<file path="config.mk">
export PLATFORM = sky130hd
export DESIGN_NAME = slc3_panel_input
export DESIGN_NICKNAME = d
export VERILOG_FILES = /design/src/rtl/slc3_panel_input.sv
export SDC_FILE = /design/constraint.sdc
export NUM_CORES = 1
export LEC_CHECK = 0
export ABC_AREA = 0
export CAP_MARGIN = 20
export CORE_MARGIN = 2
export CORE_UTILIZATION = 35
export CTS_CLUSTER_DIAMETER = 120
export CTS_CLUSTER_SIZE = 12
export DETAILED_ROUTE_END_ITERATION = 6
export PLACE_DENSITY_LB_ADDON = 0.12
export SYNTH_ARGS = -nofsm -noshare
export SYNTH_HDL_FRONTEND = slang
export SYNTH_SLANG_ARGS = --single-unit
</file>
<file path="constraint.sdc">
create_clock -name Clk -period 2 [get_ports Clk]
set_input_delay 0.4 -clock Clk [delete_from_list [all_inputs] [get_ports Clk]]
set_output_delay 0.4 -clock Clk [all_outputs]
set_load 0.1 [all_outputs]
</file>
<file path="src/rtl/slc3_panel_input.sv">
// slc3_panel_input
//   Board-side conditioning of the SLC-3 front panel. The active-low Run and
//   Continue keys each pass through a 2-flop synchronizer and a debounce FSM
//   that produces a held level and a one-cycle press strobe. Continue also
//   drives a sticky request that stays up until the CPU acknowledges it. The
//   slide switches are only synchronized.
//
// Ports
//   Clk        in   system clock, rising edge
//   Reset      in   synchronous, active-high
//   Run        in   raw Run key, active-low, asynchronous
//   Continue   in   raw Continue key, active-low, asynchronous
//   SW         in   raw slide switches, asynchronous
//   sw_sync    out  SW after the 2-flop synchronizer
//   run_held   out  debounced Run level, 1 = pressed
//   run_pulse  out  one-cycle strobe on a debounced Run press
//   cont_held  out  debounced Continue level, 1 = pressed
//   cont_pulse out  one-cycle strobe on a debounced Continue press
//   cont_req   out  sticky Continue request
//   cont_ack   in   CPU consumed the request; clears cont_req

// slc3_panel_key
//   One key: synchronizer plus debounce FSM. Returns next-state decodes so the
//   parent registers the outputs on the same edge the FSM moves.
//
//   state           | meaning
//   ST_RELEASED     | key stable released
//   ST_PRESS_PEND   | synced level low, counting toward a confirmed press
//   ST_PRESSED      | key stable pressed
//   ST_RELEASE_PEND | synced level high, counting toward a confirmed release
//
// Ports
//   clk_i, rst_i    clock and synchronous active-high reset
//   key_n_i         raw active-low key
//   held_next_o     FSM will be in PRESSED/RELEASE_PEND after this edge
//   press_o         this edge enters PRESSED from RELEASED/PRESS_PEND
module slc3_panel_key #(
   parameter int DEBOUNCE_CYCLES = 1
) (
   input  logic clk_i,
   input  logic rst_i,
   input  logic key_n_i,
   output logic held_next_o,
   output logic press_o
);
   localparam int CW = $clog2(DEBOUNCE_CYCLES + 1);
   localparam logic [CW-1:0] D_CNT = CW'(DEBOUNCE_CYCLES);

   typedef enum logic [1:0] {
      ST_RELEASED,
      ST_PRESS_PEND,
      ST_PRESSED,
      ST_RELEASE_PEND
   } key_state_e;

   key_state_e      state_q, state_d;
   logic [CW-1:0]   cnt_q, cnt_d, cnt_inc;
   logic            s1_q, s2_q;

   assign cnt_inc = cnt_q + 1'b1;

   always_ff @(posedge clk_i) begin
      if (rst_i) begin
         s1_q    <= 1'b1;
         s2_q    <= 1'b1;
         state_q <= ST_RELEASED;
         cnt_q   <= '0;
      end else begin
         s1_q    <= key_n_i;
         s2_q    <= s1_q;
         state_q <= state_d;
         cnt_q   <= cnt_d;
      end
   end

   always_comb begin
      state_d = state_q;
      cnt_d   = cnt_q;
      case (state_q)
         ST_RELEASED: begin
            if (!s2_q) begin
               // A single confirming sample is already enough when D is 1.
               if (DEBOUNCE_CYCLES == 1) begin
                  state_d = ST_PRESSED;
                  cnt_d   = '0;
               end else begin
                  state_d = ST_PRESS_PEND;
                  cnt_d   = CW'(1);
               end
            end
         end
         ST_PRESS_PEND: begin
            if (s2_q) begin
               state_d = ST_RELEASED;
               cnt_d   = '0;
            end else if (cnt_inc == D_CNT) begin
               state_d = ST_PRESSED;
               cnt_d   = '0;
            end else begin
               cnt_d = cnt_inc;
            end
         end
         ST_PRESSED: begin
            if (s2_q) begin
               if (DEBOUNCE_CYCLES == 1) begin
                  state_d = ST_RELEASED;
                  cnt_d   = '0;
               end else begin
                  state_d = ST_RELEASE_PEND;
                  cnt_d   = CW'(1);
               end
            end
         end
         ST_RELEASE_PEND: begin
            if (!s2_q) begin
               state_d = ST_PRESSED;
               cnt_d   = '0;
            end else if (cnt_inc == D_CNT) begin
               state_d = ST_RELEASED;
               cnt_d   = '0;
            end else begin
               cnt_d = cnt_inc;
            end
         end
         default: begin
            state_d = ST_RELEASED;
            cnt_d   = '0;
         end
      endcase
   end

   // Returning to PRESSED from RELEASE_PEND is release bounce, not a new press.
   assign press_o     = (state_d == ST_PRESSED) &&
                        ((state_q == ST_RELEASED) || (state_q == ST_PRESS_PEND));
   assign held_next_o = (state_d == ST_PRESSED) || (state_d == ST_RELEASE_PEND);
endmodule

module slc3_panel_input #(
   parameter int DEBOUNCE_CYCLES = 1,
   parameter int SW_WIDTH        = 10
) (
   input  logic                Clk,
   input  logic                Reset,
   input  logic                Run,
   input  logic                Continue,
   input  logic [SW_WIDTH-1:0] SW,
   output logic [SW_WIDTH-1:0] sw_sync,
   output logic                run_held,
   output logic                run_pulse,
   output logic                cont_held,
   output logic                cont_pulse,
   output logic                cont_req,
   input  logic                cont_ack
);
   logic [SW_WIDTH-1:0] sw_s1_q, sw_s2_q;
   logic run_held_q, run_pulse_q, cont_held_q, cont_pulse_q, cont_req_q;
   logic run_held_d, run_press, cont_held_d, cont_press, cont_req_d;

   slc3_panel_key #(.DEBOUNCE_CYCLES(DEBOUNCE_CYCLES)) u_run_key (
      .clk_i       (Clk),
      .rst_i       (Reset),
      .key_n_i     (Run),
      .held_next_o (run_held_d),
      .press_o     (run_press)
   );

   slc3_panel_key #(.DEBOUNCE_CYCLES(DEBOUNCE_CYCLES)) u_cont_key (
      .clk_i       (Clk),
      .rst_i       (Reset),
      .key_n_i     (Continue),
      .held_next_o (cont_held_d),
      .press_o     (cont_press)
   );

   // A new press wins over a same-edge acknowledge so it is never lost.
   always_comb begin
      cont_req_d = cont_req_q;
      if (cont_press) begin
         cont_req_d = 1'b1;
      end else if (cont_ack) begin
         cont_req_d = 1'b0;
      end
   end

   always_ff @(posedge Clk) begin
      if (Reset) begin
         sw_s1_q      <= '0;
         sw_s2_q      <= '0;
         run_held_q   <= 1'b0;
         run_pulse_q  <= 1'b0;
         cont_held_q  <= 1'b0;
         cont_pulse_q <= 1'b0;
         cont_req_q   <= 1'b0;
      end else begin
         sw_s1_q      <= SW;
         sw_s2_q      <= sw_s1_q;
         run_held_q   <= run_held_d;
         run_pulse_q  <= run_press;
         cont_held_q  <= cont_held_d;
         cont_pulse_q <= cont_press;
         cont_req_q   <= cont_req_d;
      end
   end

   assign sw_sync    = sw_s2_q;
   assign run_held   = run_held_q;
   assign run_pulse  = run_pulse_q;
   assign cont_held  = cont_held_q;
   assign cont_pulse = cont_pulse_q;
   assign cont_req   = cont_req_q;
endmodule

</file>
==> results of run 1 <==
layout by cell type, fill, tap and decap left out:
cell type and instances:
nand2b_1 1, clkdlybuf4s50_1 14, nor2_1 5, nor3_1 1, clkbuf_4 5, dfxtp_1 31, a21oi_1 1, clkbuf_1 1
buf_4 16, or2_1 5, nor2b_1 20
worst reg2reg max path, cell delays in order, from the launching register on:
cell and delay (ps):
dfxtp_1 330, or2_1 240, a21oi_1 120
flip-flops by register name, summed over array words and instances, names as in the netlist:
| signal | flops |
|---|---|
| sw_s1_q | 10 |
| u_run_key.state_q | 1 |
| u_run_key.s2_q | 1 |
| run_held | 1 |
| cont_held | 1 |
| sw_sync | 10 |
| u_cont_key.s2_q | 1 |
| u_cont_key.state_q | 1 |
| run_pulse | 1 |
| u_cont_key.s1_q | 1 |
| cont_req | 1 |
| cont_pulse | 1 |
| u_run_key.s1_q | 1 |
per-layer routing:
| layer | GRT usage (%) | vias to the layer above | share of wire, % |
|---|---|---|---|
| li1 | - | 268 | - |
| met1 | 9.507 | 213 | 41 |
| met2 | 11.04 | 21 | 44 |
| met3 | 8.192 | 5 | 13 |
| met4 | 6.410 | 0 | 1.9 |
| met5 | 0 | - | 0 |
power breakdown:
| part | internal (mW) | switching, mW |
|---|---|---|
| registers | 0.643 | 0.00627 |
| clock network | 0.125 | 0.176 |
| logic | 0.0509 | 0.0994 |
worst max-delay path by stage:
stage | end | slack (ps) | cells past startpoint
2_1_floorplan | cont_req | 670 | 0
3_5_place_dp | sw_sync[6]$_SDFF_PP0_ | 370 | 3
3_3_place_gp | sw_s1_q[7]$_SDFF_PP0_ | 400 | 3
6_report | cont_req | 660 | 1
4_1_cts | cont_req | 650 | 1
5_1_grt | cont_req | 610 | 1
layout make-up:
cell class / count / area [µm²] / share of cell area [%]
tap: 28 / 35.03 / 3.050
multi-input combinational: 33 / 191.4 / 16.67
timing repair buffer: 30 / 260.3 / 22.66
sequential: 31 / 620.6 / 54.03
clock buffer: 6 / 41.29 / 3.595
through the flow:
| step | hold WS (ps) | area [µm²] |
|---|---|---|
| 2_1_floorplan | 373.1 | 839.6 |
| 3_3_place_gp | 385.8 | 1107 |
| 3_5_place_dp | 393.1 | 1107 |
| 4_1_cts | 412.6 | 1149 |
| 5_1_grt | 420.8 | 1149 |
| 6_report | 409.3 | 1149 |
kinds of logic after synthesis:
group	Yosys count	share of synthesized area, %
buffers and inverters	3	3.278
and+or+nand+nor	32	22.21
DFF	31	73.92
AOI/OAI and AO/OA	1	0.5956
==> flow_summary.ini, run 1 <==
[status]
status = finished clean

[hold_path]
hold_end = u_run_key.s2_q$_SDFF_PP1_
holdPathStages = 1
holdCritStartpoint = u_run_key.s1_q$_SDFF_PP1_
hold_class = reg2reg

[critical_path]
worstReg2RegEnd = cont_req$_SDFFE_PP0P_
cp-start-kind = flip-flop
critPathTopFamily = flip-flops
r2r_slack_ps = 1250
worstSetupPathType = reg2out
slowest_delay_ps = 340
cp-end-kind = primary output
crit_arrival_ps = 940
cp_cell_sequence = buf_4
reg2regPathDepth = 2
r2r-start = u_cont_key.s2_q$_SDFF_PP1_
critPathMaxFanout = 2
cp_slowest_cell = dfxtp_1
worst-path-buf-inv = 1
crit_start = cont_req$_SDFFE_PP0P_
cp_data_required_time_ps = 1600

[global_route]
track_usage_pct = 8.999
grt_pass1_vias = 378
grt_max_degree = 19
overflow = 0
grt_pass1_wl_um = 1580
antenna_found_initial = 0

[cells_and_area]
num-fill-cells = 219
area.growth.synth_to_final_pct = 36.81
layout.nets = 116
utilization_pct = 51.43
stdcell_count = 128
diodes = 0
drive_gt1_share_pct = 21.00

[floorplanning]
die_y_um = 52.98
core_um2 = 2233
fp.dieArea_um2 = 2806
rows = 17
io_pins = 30
die_w_um = 52.98
initial_core_util_pct = 37.59

[logic_synthesis]
syn_area_um2 = 839.6
synth_common_cells = 31 x dfxtp_1, 20 x nor2b_1, 5 x nor2_1, 5 x or2_1, 2 x buf_6
ys.flop_type = dfxtp_1
synth_area_leaders = dfxtp_1 74%, nor2b_1 15%, or2_1 3.7%, buf_6 2.7%, nor2_1 2.2%
synth_top_area_cell = dfxtp_1
synth-seq-cells = 31
ys_seq_area_share_pct = 73.92
yosysWarnings = 0
synth_top_area_share_pct = 73.92
syn-num-nets = 82
yosysUniqueCellTypes = 9
avgSynthCellArea_um2 = 12.53
synth.most_common_cell = dfxtp_1
synth-edff-count = 0
postSynth.asyncResetShare_pct = 0
syn_inst = 67

[clocking]
clkTransAtPathRegs_ps = 80
cts_hold_buf = 0
cts_buffer_depth = 2
cts_made_buffers = 5
cts_max_level = 2
clk_latency_ps = 310
cts_tree = yes
cts_sinks = 31
postCtsSetupBuffers = 0
cts_resized = 0
cts-root-buf = clkbuf_4

[sta]
final_max_slew_viol_count = 0
setup_viol = 0
fin_crit_ps = 1336
hold_viol_final = 0
setup-tns-final_ps = 0
fin_crit_sh_pct = 66.80
relSlewSlack_pct = 71.37
fmax_ghz = 0.7485
setup_ws_ps = 664.0
skew_ps = 3.373
worst_slew_pin_slew_ps = 428.1
rsz0062_at_grt = false

[drt]
first_pass_iters = 2
wire_per_inst_um = 8.727
drt-total-wl_um = 1117
vias = 507
drc = 0
drt_iter0_drc = 3
ant_nets = 0
via_per_inst = 3.961

[placed_design]
gp_congestion = 0.6369
placed_cells = 122
post-place-ws_ps = 373.1
port_buffers = 29
hpwlAfterDp_um = 767.5

[power_and_ir_drop]
power_mw = 1.100
leakagePower_nw = 0.4832
ir_worst_vdd_v = 0.0005487
powerDensity_nw_per_um2 = 957.7

[flow_run]
cap_violations = 0
Power figures use the tool's default switching activity.
==> inputs of run 2 (changes only) <==
- clock period: 2 -> 1.2 ns (I/O delays scaled with it)
==> flow_summary.ini, run 2 (synthesized netlist as in run 1, its figures left out) <==
[drt]
drt_iter0_drc = 4
ant_nets = 0
wire_per_inst_um = 8.206
via_per_inst = 3.924
first_pass_iters = 2
drc = 0
drt-total-wl_um = 1075
vias = 514

[floorplanning]
fp.dieArea_um2 = 2806
core_um2 = 2233
die_y_um = 52.98
rows = 17
io_pins = 30
die_w_um = 52.98
initial_core_util_pct = 37.59

[critical_path]
crit_arrival_ps = 880
r2r_slack_ps = 450
cp_cell_sequence = buf_12
cp_slowest_cell = dfxtp_1
worst-path-buf-inv = 1
cp_data_required_time_ps = 960
reg2regPathDepth = 2
slowest_delay_ps = 370
worstReg2RegEnd = cont_req$_SDFFE_PP0P_
cp-end-kind = primary output
cp-start-kind = flip-flop
worstSetupPathType = reg2out
r2r-start = u_cont_key.s2_q$_SDFF_PP1_
critPathMaxFanout = 1
critPathTopFamily = flip-flops

[status]
status = finished clean

[global_route]
grt_pass1_wl_um = 1766
overflow = 0
track_usage_pct = 10.23
antenna_found_initial = 0
grt_max_degree = 17
grt_pass1_vias = 429

[sta]
hold_ws_ps = 395.7
relSlewSlack_pct = 89.86
worst_slew_pin_slew_ps = 152.1
skew_ps = 5.168
final_max_slew_viol_count = 0
rsz0062_at_grt = false
fin_crit_sh_pct = 92.97
fin_crit_ps = 1116
setup_viol = 0
fmax_ghz = 0.8964
setup_ws_ps = 84.41
hold_viol_final = 0
setup-tns-final_ps = 0

[clocking]
cts_max_level = 2
cts_resized = 0
cts_tree = yes
cts-root-buf = clkbuf_4
cts_buffer_depth = 2
cts_sinks = 31
cts_hold_buf = 0
postCtsSetupBuffers = 0
clk_latency_ps = 320
cts_made_buffers = 5
clkTransAtPathRegs_ps = 90

[power_and_ir_drop]
p_seq_share_pct = 49.5
ir_worst_vdd_v = 0.0009493
power_mw = 2.208
p_switching_mw = 0.5110
power_frac_comb_pct = 13.5
leakagePower_nw = 0.5585
clkPwrFrac_pct = 37.0
p_int_mw = 1.697
powerDensity_nw_per_um2 = 1588
switching_share_pct = 23.15

[placed_design]
post-place-ws_ps = 3.817
placed_cells = 123
port_buffers = 29
gp_congestion = 0.6076
post_dp_cell_area_um2 = 1304

[cells_and_area]
layout_commonest_cell = dfxtp_1
stdcell_area_um2 = 1390
diodes = 0
area.growth.synth_to_final_pct = 65.57
stdcell_count = 131
layout.nets = 117
most-common-layout-cells = 30 x dfxtp_1, 20 x nor2b_1, 15 x buf_12
drive_gt1_share_pct = 25.24
utilization_pct = 62.24

[hold_path]
holdPathStages = 1
hold_end = run_pulse$_SDFF_PP0_
hold_class = reg2reg
holdCritStartpoint = u_run_key.state_q[1]$_SDFF_PP0_

[flow_run]
cap_violations = 0
run 2: layer usage:
layer / global-route usage (%) / wire, µm / share of wire [%]
met1: 9.431 / 393 / 37
met2: 13.96 / 531 / 49
met3: 8.475 / 100 / 9.3
met4: 8.974 / 50 / 4.7
met5: 0 / 0 / 0
run 2: power groups by stage:
| stage | Clock [mW] | Sequential (mW) | Combinational [mW] |
|---|---|---|---|
| floorplan | 0 | 1.24 | 0.0451 |
| global placement | 0 | 1.12 | 0.298 |
| detailed placement | 0 | 1.12 | 0.301 |
| CTS | 0.856 | 1.09 | 0.301 |
| global route | 0.907 | 1.10 | 0.311 |
| finish | 0.818 | 1.09 | 0.298 |
run 2: worst max-delay path by stage:
stage / start / to / slack, ps / cells after the start
after floorplan: cont_held$_SDFF_PP0_ / cont_held / 50 / 0
after global placement: Reset / u_run_key.s2_q$_SDFF_PP1_ / 30 / 3
after detailed placement: Reset / u_cont_key.s1_q$_SDFF_PP1_ / 4 / 3
after CTS: cont_pulse$_SDFF_PP0_ / cont_pulse / 60 / 1
after global routing: run_pulse$_SDFF_PP0_ / run_pulse / 20 / 1
final: cont_pulse$_SDFF_PP0_ / cont_pulse / 80 / 1
run 2: area by class of cell:
class / instances / area, µm²
fillers: 182 / 843.3
repair buffers: 31 / 455.4
clock buffers: 6 / 51.30
multi-input cells: 33 / 191.4
well taps: 28 / 35.03
clock inverters: 2 / 35.03
flip-flops and latches: 31 / 621.8
